--- src/rtl/lsu_pkg.sv ---
// Shared encodings for the data-memory load/store unit.
// funct3 values, data_mem size/sign mask fields and the LSU state type.
package lsu_pkg;

  localparam logic [2:0] F3_B  = 3'b000;
  localparam logic [2:0] F3_H  = 3'b001;
  localparam logic [2:0] F3_W  = 3'b010;
  localparam logic [2:0] F3_BU = 3'b100;
  localparam logic [2:0] F3_HU = 3'b101;

  localparam logic [2:0] MASK_BYTE = 3'b001;
  localparam logic [2:0] MASK_HALF = 3'b011;
  localparam logic [2:0] MASK_WORD = 3'b111;
  localparam int         SIGN_BIT  = 3;

  typedef enum logic [2:0] {
    IDLE,
    CHECK,
    ISSUE,
    WAIT,
    RESP
  } lsu_state_e;

endpackage

--- src/rtl/lsu_size_decode.sv ---
// Combinational decode of a load/store into data_mem size/sign mask plus
// misalignment and illegal-funct3 flags. Zero latency, no flow control.
module lsu_size_decode
  import lsu_pkg::*;
(
  input  logic       write_i,
  input  logic [2:0] funct3_i,
  input  logic [1:0] addr_lo_i,
  output logic [3:0] sign_mask_o,
  output logic       misaligned_o,
  output logic       illegal_o
);

  always_comb begin
    sign_mask_o  = '0;
    misaligned_o = 1'b0;
    illegal_o    = 1'b0;
    case (funct3_i)
      F3_B:  sign_mask_o[2:0] = MASK_BYTE;
      F3_H: begin
        sign_mask_o[2:0] = MASK_HALF;
        misaligned_o     = addr_lo_i[0];
      end
      F3_W: begin
        sign_mask_o[2:0] = MASK_WORD;
        misaligned_o     = |addr_lo_i;
      end
      F3_BU: begin
        sign_mask_o[2:0] = MASK_BYTE;
        illegal_o        = write_i;
      end
      F3_HU: begin
        sign_mask_o[2:0] = MASK_HALF;
        misaligned_o     = addr_lo_i[0];
        illegal_o        = write_i;
      end
      default: illegal_o = 1'b1;
    endcase
    // Sign extension is done by the memory, only for signed sub-word loads.
    sign_mask_o[SIGN_BIT] = !write_i && (funct3_i == F3_B || funct3_i == F3_H);
  end

endmodule

--- src/rtl/data_mem_lsu.sv ---
// Load/store initiator for data_mem: captures one request, checks it, then runs
// the memory read/write/stall protocol and returns a single response pulse.
module data_mem_lsu
  import lsu_pkg::*;
#(
  parameter int STALL_TIMEOUT = 16,
  parameter int READ_LAT      = 1
) (
  input  logic        clk,
  input  logic        rst_n,
  input  logic        req_valid,
  output logic        req_ready,
  input  logic        req_write,
  input  logic [2:0]  req_funct3,
  input  logic [31:0] req_addr,
  input  logic [31:0] req_wdata,
  output logic        resp_valid,
  output logic [31:0] resp_rdata,
  output logic        resp_err,
  output logic [31:0] mem_addr,
  output logic [31:0] mem_write_data,
  output logic        mem_memread,
  output logic        mem_memwrite,
  output logic [3:0]  mem_sign_mask,
  input  logic [31:0] mem_read_data,
  input  logic        mem_stall
);

  localparam logic [4:0] READ_LAST   = 5'(READ_LAT - 1);
  localparam logic [4:0] TIMEOUT_CNT = 5'(STALL_TIMEOUT);

  lsu_state_e  state_q;
  logic        write_q;
  logic [2:0]  funct3_q;
  logic [31:0] addr_q;
  logic [31:0] wdata_q;
  logic [4:0]  cnt_q, cnt_d;
  logic        seen_stall_q;
  logic        resp_valid_q, resp_err_q;
  logic [31:0] resp_rdata_q;
  logic [31:0] mem_addr_q, mem_wdata_q;
  logic        mem_memread_q, mem_memwrite_q;
  logic [3:0]  mem_mask_q;

  logic [3:0]  dec_mask;
  logic        dec_misaligned, dec_illegal;

  lsu_size_decode u_size_decode (
    .write_i      (write_q),
    .funct3_i     (funct3_q),
    .addr_lo_i    (addr_q[1:0]),
    .sign_mask_o  (dec_mask),
    .misaligned_o (dec_misaligned),
    .illegal_o    (dec_illegal)
  );

  assign cnt_d = (cnt_q == 5'h1f) ? cnt_q : cnt_q + 5'd1;

  always_ff @(posedge clk or negedge rst_n) begin
    if (!rst_n) begin
      state_q        <= IDLE;
      write_q        <= 1'b0;
      funct3_q       <= '0;
      addr_q         <= '0;
      wdata_q        <= '0;
      cnt_q          <= '0;
      seen_stall_q   <= 1'b0;
      resp_valid_q   <= 1'b0;
      resp_err_q     <= 1'b0;
      resp_rdata_q   <= '0;
      mem_addr_q     <= '0;
      mem_wdata_q    <= '0;
      mem_memread_q  <= 1'b0;
      mem_memwrite_q <= 1'b0;
      mem_mask_q     <= '0;
    end else begin
      case (state_q)
        IDLE: begin
          if (req_valid) begin
            write_q  <= req_write;
            funct3_q <= req_funct3;
            addr_q   <= req_addr;
            wdata_q  <= req_wdata;
            state_q  <= CHECK;
          end
        end
        CHECK: begin
          if (dec_misaligned || dec_illegal) begin
            resp_valid_q <= 1'b1;
            resp_err_q   <= 1'b1;
            resp_rdata_q <= '0;
            state_q      <= RESP;
          end else begin
            mem_addr_q     <= addr_q;
            mem_wdata_q    <= wdata_q;
            mem_mask_q     <= dec_mask;
            mem_memwrite_q <= write_q;
            mem_memread_q  <= !write_q;
            cnt_q          <= '0;
            seen_stall_q   <= 1'b0;
            state_q        <= ISSUE;
          end
        end
        ISSUE: begin
          // The memory re-triggers on a held write, so it is a one-cycle pulse.
          mem_memwrite_q <= 1'b0;
          state_q        <= WAIT;
        end
        WAIT: begin
          cnt_q <= cnt_d;
          if (!write_q) begin
            if (cnt_q == READ_LAST) begin
              resp_valid_q  <= 1'b1;
              resp_err_q    <= 1'b0;
              resp_rdata_q  <= mem_read_data;
              mem_memread_q <= 1'b0;
              state_q       <= RESP;
            end
          end else begin
            if (mem_stall) seen_stall_q <= 1'b1;
            if (seen_stall_q && !mem_stall) begin
              resp_valid_q <= 1'b1;
              resp_err_q   <= 1'b0;
              resp_rdata_q <= '0;
              state_q      <= RESP;
            end else if (cnt_d == TIMEOUT_CNT) begin
              resp_valid_q <= 1'b1;
              resp_err_q   <= 1'b1;
              resp_rdata_q <= '0;
              state_q      <= RESP;
            end
          end
        end
        RESP: begin
          resp_valid_q <= 1'b0;
          resp_err_q   <= 1'b0;
          resp_rdata_q <= '0;
          state_q      <= IDLE;
        end
        default: state_q <= IDLE;
      endcase
    end
  end

  assign req_ready      = (state_q == IDLE);
  assign resp_valid     = resp_valid_q;
  assign resp_err       = resp_err_q;
  assign resp_rdata     = resp_rdata_q;
  assign mem_addr       = mem_addr_q;
  assign mem_write_data = mem_wdata_q;
  assign mem_memread    = mem_memread_q;
  assign mem_memwrite   = mem_memwrite_q;
  assign mem_sign_mask  = mem_mask_q;

endmodule

--- config.mk ---
export PLATFORM = sky130hd
export DESIGN_NAME = data_mem_lsu
export DESIGN_NICKNAME = d
export VERILOG_FILES = /design/src/rtl/lsu_pkg.sv /design/src/rtl/lsu_size_decode.sv /design/src/rtl/data_mem_lsu.sv
export SDC_FILE = /design/constraint.sdc
export NUM_CORES = 1
export LEC_CHECK = 0
export CAP_MARGIN = 20
export CORE_MARGIN = 2
export CORE_UTILIZATION = 39
export DETAILED_ROUTE_END_ITERATION = 10
export PLACE_DENSITY = 0.72
export RECOVER_POWER = 50
export SLEW_MARGIN = 0
export SYNTH_ARGS = -nofsm -noshare
export SYNTH_HDL_FRONTEND = slang
export SYNTH_HIERARCHICAL = 1
export SYNTH_SLANG_ARGS = --single-unit
--- constraint.sdc ---
create_clock -name clk -period 2.3 [get_ports clk]
set_input_delay 0.345 -clock clk [delete_from_list [all_inputs] [get_ports clk]]
set_output_delay 0.345 -clock clk [all_outputs]
set_load 0.05 [all_outputs]
### Word-level counts from Yosys, hierarchy flattened

Cells that the tools add are included.
Widths: inputs -> output; s select.

* bits in registers: 181
* input bits: 104
* output and inout port bits: 105
* logic and storage cells: 99

* add/subtract/negate cells: 1
* equality and inequality tests: 19
* mux-type cells: 38
* bitwise operators: 1
* reductions and logical operators: 25

Operators with widths (number)
* $mux 32: 5
* $pmux 32 s3: 1
* $mux 3: 6
* $mux 1: 14
* $ne 2x2->1 const B: 7
* $pmux 3 s4: 1
* $reduce_and 4->1: 3
* $eq 5x5->1 const B: 2
* $mux 5: 2
* $pmux 1 s2: 5
* $pmux 5 s2: 1
* $eq 3x2->1 const B: 3
* $eq 3x3->1 const B: 3
* $pmux 3 s3: 1
* $reduce_and 2->1: 4
* $reduce_or 2->1: 4
* $eq 3x1->1 const B: 2
* $logic_not 3->1: 2
* $pmux 1 s3: 2
* $add 5x1->5 const B: 1
* $logic_not 5->1: 1
* $ne 4x4->1 const B: 1
* $reduce_bool 2->1: 2
* $ne 3x3->1 const B: 1
* other kinds (7): 10

### Depth between registers and ports, before layout

Gate-level depths: netlist of run 1.

* depth after elaboration: 7
* depth in mapped cells: 8
* depth with buffers taken out: 7

### By module

Netlist of run 1, hierarchy kept.

Modules (own cells, without submodules)
* data_mem_lsu: instances 1, cells an instance 584, area each 6944.2 um^2, sequential area each 4529.3 um^2
* lsu_size_decode: instances 1, cells an instance 10, area each 57.6 um^2, sequential area each 0.0 um^2

### Worst setup path before layout of run 1

OpenSTA, ideal clock, no wires.

* path type: register to register
* start: register state_q[0]
* end: register addr_q[10]
* setup time: 128 ps
* data arrival time: 2437 ps
* required time: 2172 ps
* setup slack: -265 ps
* stages on the path, launching flop included: 9
* buffers on the path: 3
* period minus slack after synthesis: 2565 ps
* cell sequence: dfrtp_1 nor2_1 inv_2 nor2_1 and2_1 clkbuf_1 buf_2 buf_2 mux2_1

* longest elaborated chain between the ends: 2

Ends and longest elaborated chain
* start: declaration: line data_mem_lsu.sv:32 `lsu_state_e state_q;`
* start signal: assignment: line data_mem_lsu.sv:61 `state_q <= IDLE;`
* start signal: assignment: line data_mem_lsu.sv:84 `state_q <= CHECK;`
* start signal: assignment: line data_mem_lsu.sv:92 `state_q <= RESP;`
* $logic_not 3->1
* via req_ready: line data_mem_lsu.sv:12 `output logic req_ready,`
* $reduce_and 2->1 (no source line)
* end signal: assignment: line data_mem_lsu.sv:82 `addr_q <= req_addr;`
* end: declaration: line data_mem_lsu.sv:35 `logic [31:0] addr_q;`

The timed path passes the listed nets, and every way through them passes these cells.
A chain may end at the register's enable or synchronous reset.

### Worst setup path in the final report of run 1

* start: register cnt_q[0]
* end: register resp_rdata_q[10] (netlist: resp_rdata[10])

* longest elaborated chain between the ends: 5
* elaborated cells on any way between the ends: 8
* those cells by class: add/sub (1); eq/ne (4); mux (1); reduce/logical (2)

Ends and longest elaborated chain
* start: declaration: line data_mem_lsu.sv:37 `logic [4:0] cnt_q, cnt_d;`
* start signal: assignment: line data_mem_lsu.sv:110 `cnt_q <= cnt_d;`
* $add 5x1->5 or $eq 5x5->1 (tied branches): line data_mem_lsu.sv:57 `assign cnt_d = (cnt_q == 5'h1f) ? cnt_q : cnt_q + 5'd1;`
* $mux 5: line data_mem_lsu.sv:57
* $eq 5x5->1: line data_mem_lsu.sv:126 `end else if (cnt_d == TIMEOUT_CNT) begin`
* $ne 4x4->1 (no source line)
* $reduce_and 4->1 (no source line) *
* end signal: assignment: line data_mem_lsu.sv:115 `resp_rdata_q <= mem_read_data;`
* end: declaration: line data_mem_lsu.sv:40 `logic [31:0] resp_rdata_q;`

Every way passes the cells marked *; elsewhere a longest branch is shown, timed or not.

==> results of run 1 <==
-- metrics by stage --
| stage | setup WS (ps) | utilization | cells | total power [mW] |
|---|---|---|---|---|
| finish | 117 | 0.572 | 1044 | 16.3 |
| global route | 25.7 | 0.572 | 1044 | 17.3 |
| CTS | 123 | 0.575 | 1043 | 16.6 |
| detailed placement | 135 | 0.542 | 1010 | 13.7 |
| global placement | 192 | 0.542 | 1010 | 13.5 |
| floorplan | 164 | - | 594 | 10.9 |
-- cell families after synthesis --
family	after synthesis
AO/OA/AOI/OAI	54
adder cells (fa/ha/maj)	2
buffers and inverters	35
flip-flops	181
multiplexers	70
AND/OR/NAND/NOR	252
-- timing repair --
action	in CTS	in global routing
endpoints found under the setup margin	1	25
hold endpoints to repair	40	0
hold buffers	1	0
gates resized for setup	1	1
-- cell usage in the layout, fill, tap and decap left out, types with 3 or more instances in the layout --
master	count
a21oi_1	10
clkbuf_16	17
a22o_1	32
nand2_1	213
nand3_1	3
nor3_1	4
dfrtp_1	181
clkdlybuf4s50_1	201
clkinvlp_4	5
clkbuf_2	5
mux2_1	68
and3_1	3
buf_12	5
a32o_1	3
inv_8	3
inv_1	3
dlygate4sd3_1	6
nor2_1	7
buf_4	3
inv_6	3
-- tightest hold or removal path, delay by kind of cell (launching register included) --
family        cells  cell delay [ps]
flops             1              340
simple gates      2              100
-- sequential cells by signal, summed over array words and instances (netlist names), 3 cells and up --
name and flops:
state_q 3, addr_q 32, mem_sign_mask 4, cnt_q 5, wdata_q 32, mem_addr 32, resp_rdata 32, mem_write_data 32
funct3_q 3
-- power groups by stage --
stage,registers [mW],logic (mW),clock network [mW]
6_report,5.52,7.99,2.84
4_1_cts,5.52,8.16,2.91
5_1_grt,5.72,8.55,3.05
3_3_place_gp,5.53,7.99,0
3_5_place_dp,5.56,8.14,0
2_1_floorplan,8.25,2.61,0
-- layer usage --
layer | vias to the layer above | routed length [µm] | track usage
li1 | 2394 | - | -
met1 | 2505 | 7040 | 0.225
met2 | 168 | 7730 | 0.288
met3 | 20 | 1560 | 0.0727
met4 | 0 | 303 | 0.0624
met5 | - | 0 | 0
-- layout make-up --
cell class	instances	area, µm²
antenna	1	2.50
timing repair buffer	224	2260
clock inverter	14	141
clock buffer	18	429
tap	225	282
fill	1447	7450
sequential	181	4530
inverter	3	11.3
multi-input combinational	378	2310
-- worst min-delay path by stage --
stage	to	slack (ps)	startpoint	cells after the start
final	mem_write_data[27]	460	wdata_q[27]	2
after floorplan	addr_q[0]	50	rst_n	0
after global placement	mem_write_data[0]	300	rst_n	1
after detailed placement	mem_write_data[0]	300	rst_n	1
after CTS	mem_write_data[0]	410	rst_n	2
after global routing	mem_addr[21]	470	addr_q[21]	2
==> results_dict.tcl, run 1 <==
set metrics [dict create \
    outcome "completed" \
    slowest_stage "or4b_4" \
    core_um2 17400 \
    skew_ps 16.0 \
    max_stage_delay_ps 480 \
    synth_top_area_share 0.647 \
    yosysMostFrequentCell "nand2_1" \
    initial_utilization 0.402 \
    endpoint_kind "register" \
    viasPerCell 4.87 \
    timing.hold.ws_ps 461 \
    yosys_warnings 6 \
    cpLargestDelayFamily "simple AND/OR/NAND/NOR gates" \
    wl_per_cell_um 15.9 \
    clock-sinks 181 \
    reg2reg_depth 8 \
    fin_crit_sh 0.949 \
    place_congestion 0.792 \
    path_class "register to register" \
    drc 0 \
    overflow 0 \
    drt-total-wl_um 16600 \
    pwr-share-clk 0.174 \
    timing.rr.end "resp_rdata[10]" \
    cp_num_buf_inv 2 \
    antenna_found_initial 1 \
    synth_mux_area_frac 0.112 \
    r2r_setup_slack_ps 120 \
    grt_max_degree 60 \
    final.setup.tns_ps 0 \
    power.leakage_nw 4.59 \
    fin_crit_ps 2180 \
    synth_area_leaders "dfrtp_1 (65%), nand2_1 (11%), mux2_1 (11%), a22o_1 (4.0%), clkbuf_1 (1.0%)" \
    ys_dominant_reg_cell "dfrtp_1" \
    arrival_ps 2490 \
    cp_max_fo 32 \
    dpl.hpwl_um 11300 \
    die_area_um2 19000 \
    synth_cell_types 44 \
    cp.required_ps 2610 \
    synth_common_cells "nand2_1 (213), dfrtp_1 (181), mux2_1 (68)" \
    endpoint "resp_rdata[10]" \
    syn_area_um2 7000 \
    synthArstFlopShare 1.00 \
    crit_start "cnt_q[0]" \
    detail-route-antenna-nets 0 \
    hold_viol_final 0 \
    clkLatencyLatePin_ps 430 \
    cp.depth 8 \
    core.rowCount 48 \
    final_nets 911 \
    synth_top_area_cell "dfrtp_1" \
    grt.total_usage 0.181 \
    power.switching_mw 7.27 \
    synth_xor_area_frac 0 \
    clockBufferDepth 2 \
    synth_enable_flop_cells 0 \
    first_pass_iters 4 \
    ys_seq_area_frac 0.647 \
    maxSlewHeadroom 0.244 \
    rsz0062_at_grt "false" \
    pwr_density_cell_nw_per_um2 1640 \
    synthAdderAreaFrac 0.00357 \
    maxSlewViolCount 0 \
    syn2layout_area_growth_pct 42.3 \
    drv_cap 0 \
    holdCritPathClass "register to register" \
    intPower_mw 9.07 \
    grt_pass1_vias 5168 \
    h-tree-depth 4 \
    fp.dieW_um 138 \
    place_area_um2 9440 \
    r2r_start "cnt_q[0]" \
    worst_slew_pin_slew_ps 1130 \
    cts_buffers 17 \
    grt_pass1_wl_um 26500 \
    swShare 0.445 \
    final_area_um2 9970 \
    cts_setup_buffers 0 \
    ys_ff_latch 181 \
    synth-compound-area-share 0.0622 \
    drt_first_iter_violations 225 \
    drive_above_1_share 0.0685 \
    fmaxAchievable_mhz 458 \
    setup_viol 0 \
    io_pins 209 \
    pwr-share-comb 0.489 \
    syn-num-nets 700 \
    ir_drop_v 0.000952 \
    numPortBuffers 208 \
    fp.dieH_um 138 \
    pwr-share-seq 0.338 \
    startpoint_type "register" \
    cts-root-buf "clkbuf_16" \
    cts_tree "yes" \
    synth_cells 594 \
    clk_pin_slew_ps 70 \
    yosys.area_share.simple 0.150 \
    worstPathCellList "inv_1, ha_1, or4b_4, nor3b_4, a211oi_4, nand2_2, buf_12, a22o_1" \
    synth_top_family_by_area "simple AND/OR/NAND/NOR gates" \
    via_count 5087 \
    avgSynthCellArea_um2 11.8 \
]
Power figures use the tool's default switching activity.
==> run 2: changes to the inputs <==
--- a/config.mk
+++ b/config.mk
@@ -5,10 +5,11 @@
 export SDC_FILE = /design/constraint.sdc
 export NUM_CORES = 1
 export LEC_CHECK = 0
-export CAP_MARGIN = 20
+export CAP_MARGIN = 30
 export CORE_MARGIN = 2
 export CORE_UTILIZATION = 39
 export DETAILED_ROUTE_END_ITERATION = 10
+export GPL_ROUTABILITY_DRIVEN = 0
 export PLACE_DENSITY = 0.72
 export RECOVER_POWER = 50
 export SLEW_MARGIN = 0
@@ -16,3 +17,4 @@
 export SYNTH_HDL_FRONTEND = slang
 export SYNTH_HIERARCHICAL = 1
 export SYNTH_SLANG_ARGS = --single-unit
+export TNS_END_PERCENT = 100
==> results of run 2 <==
The final DEF is identical to that of run 1; final timing and power are the same.
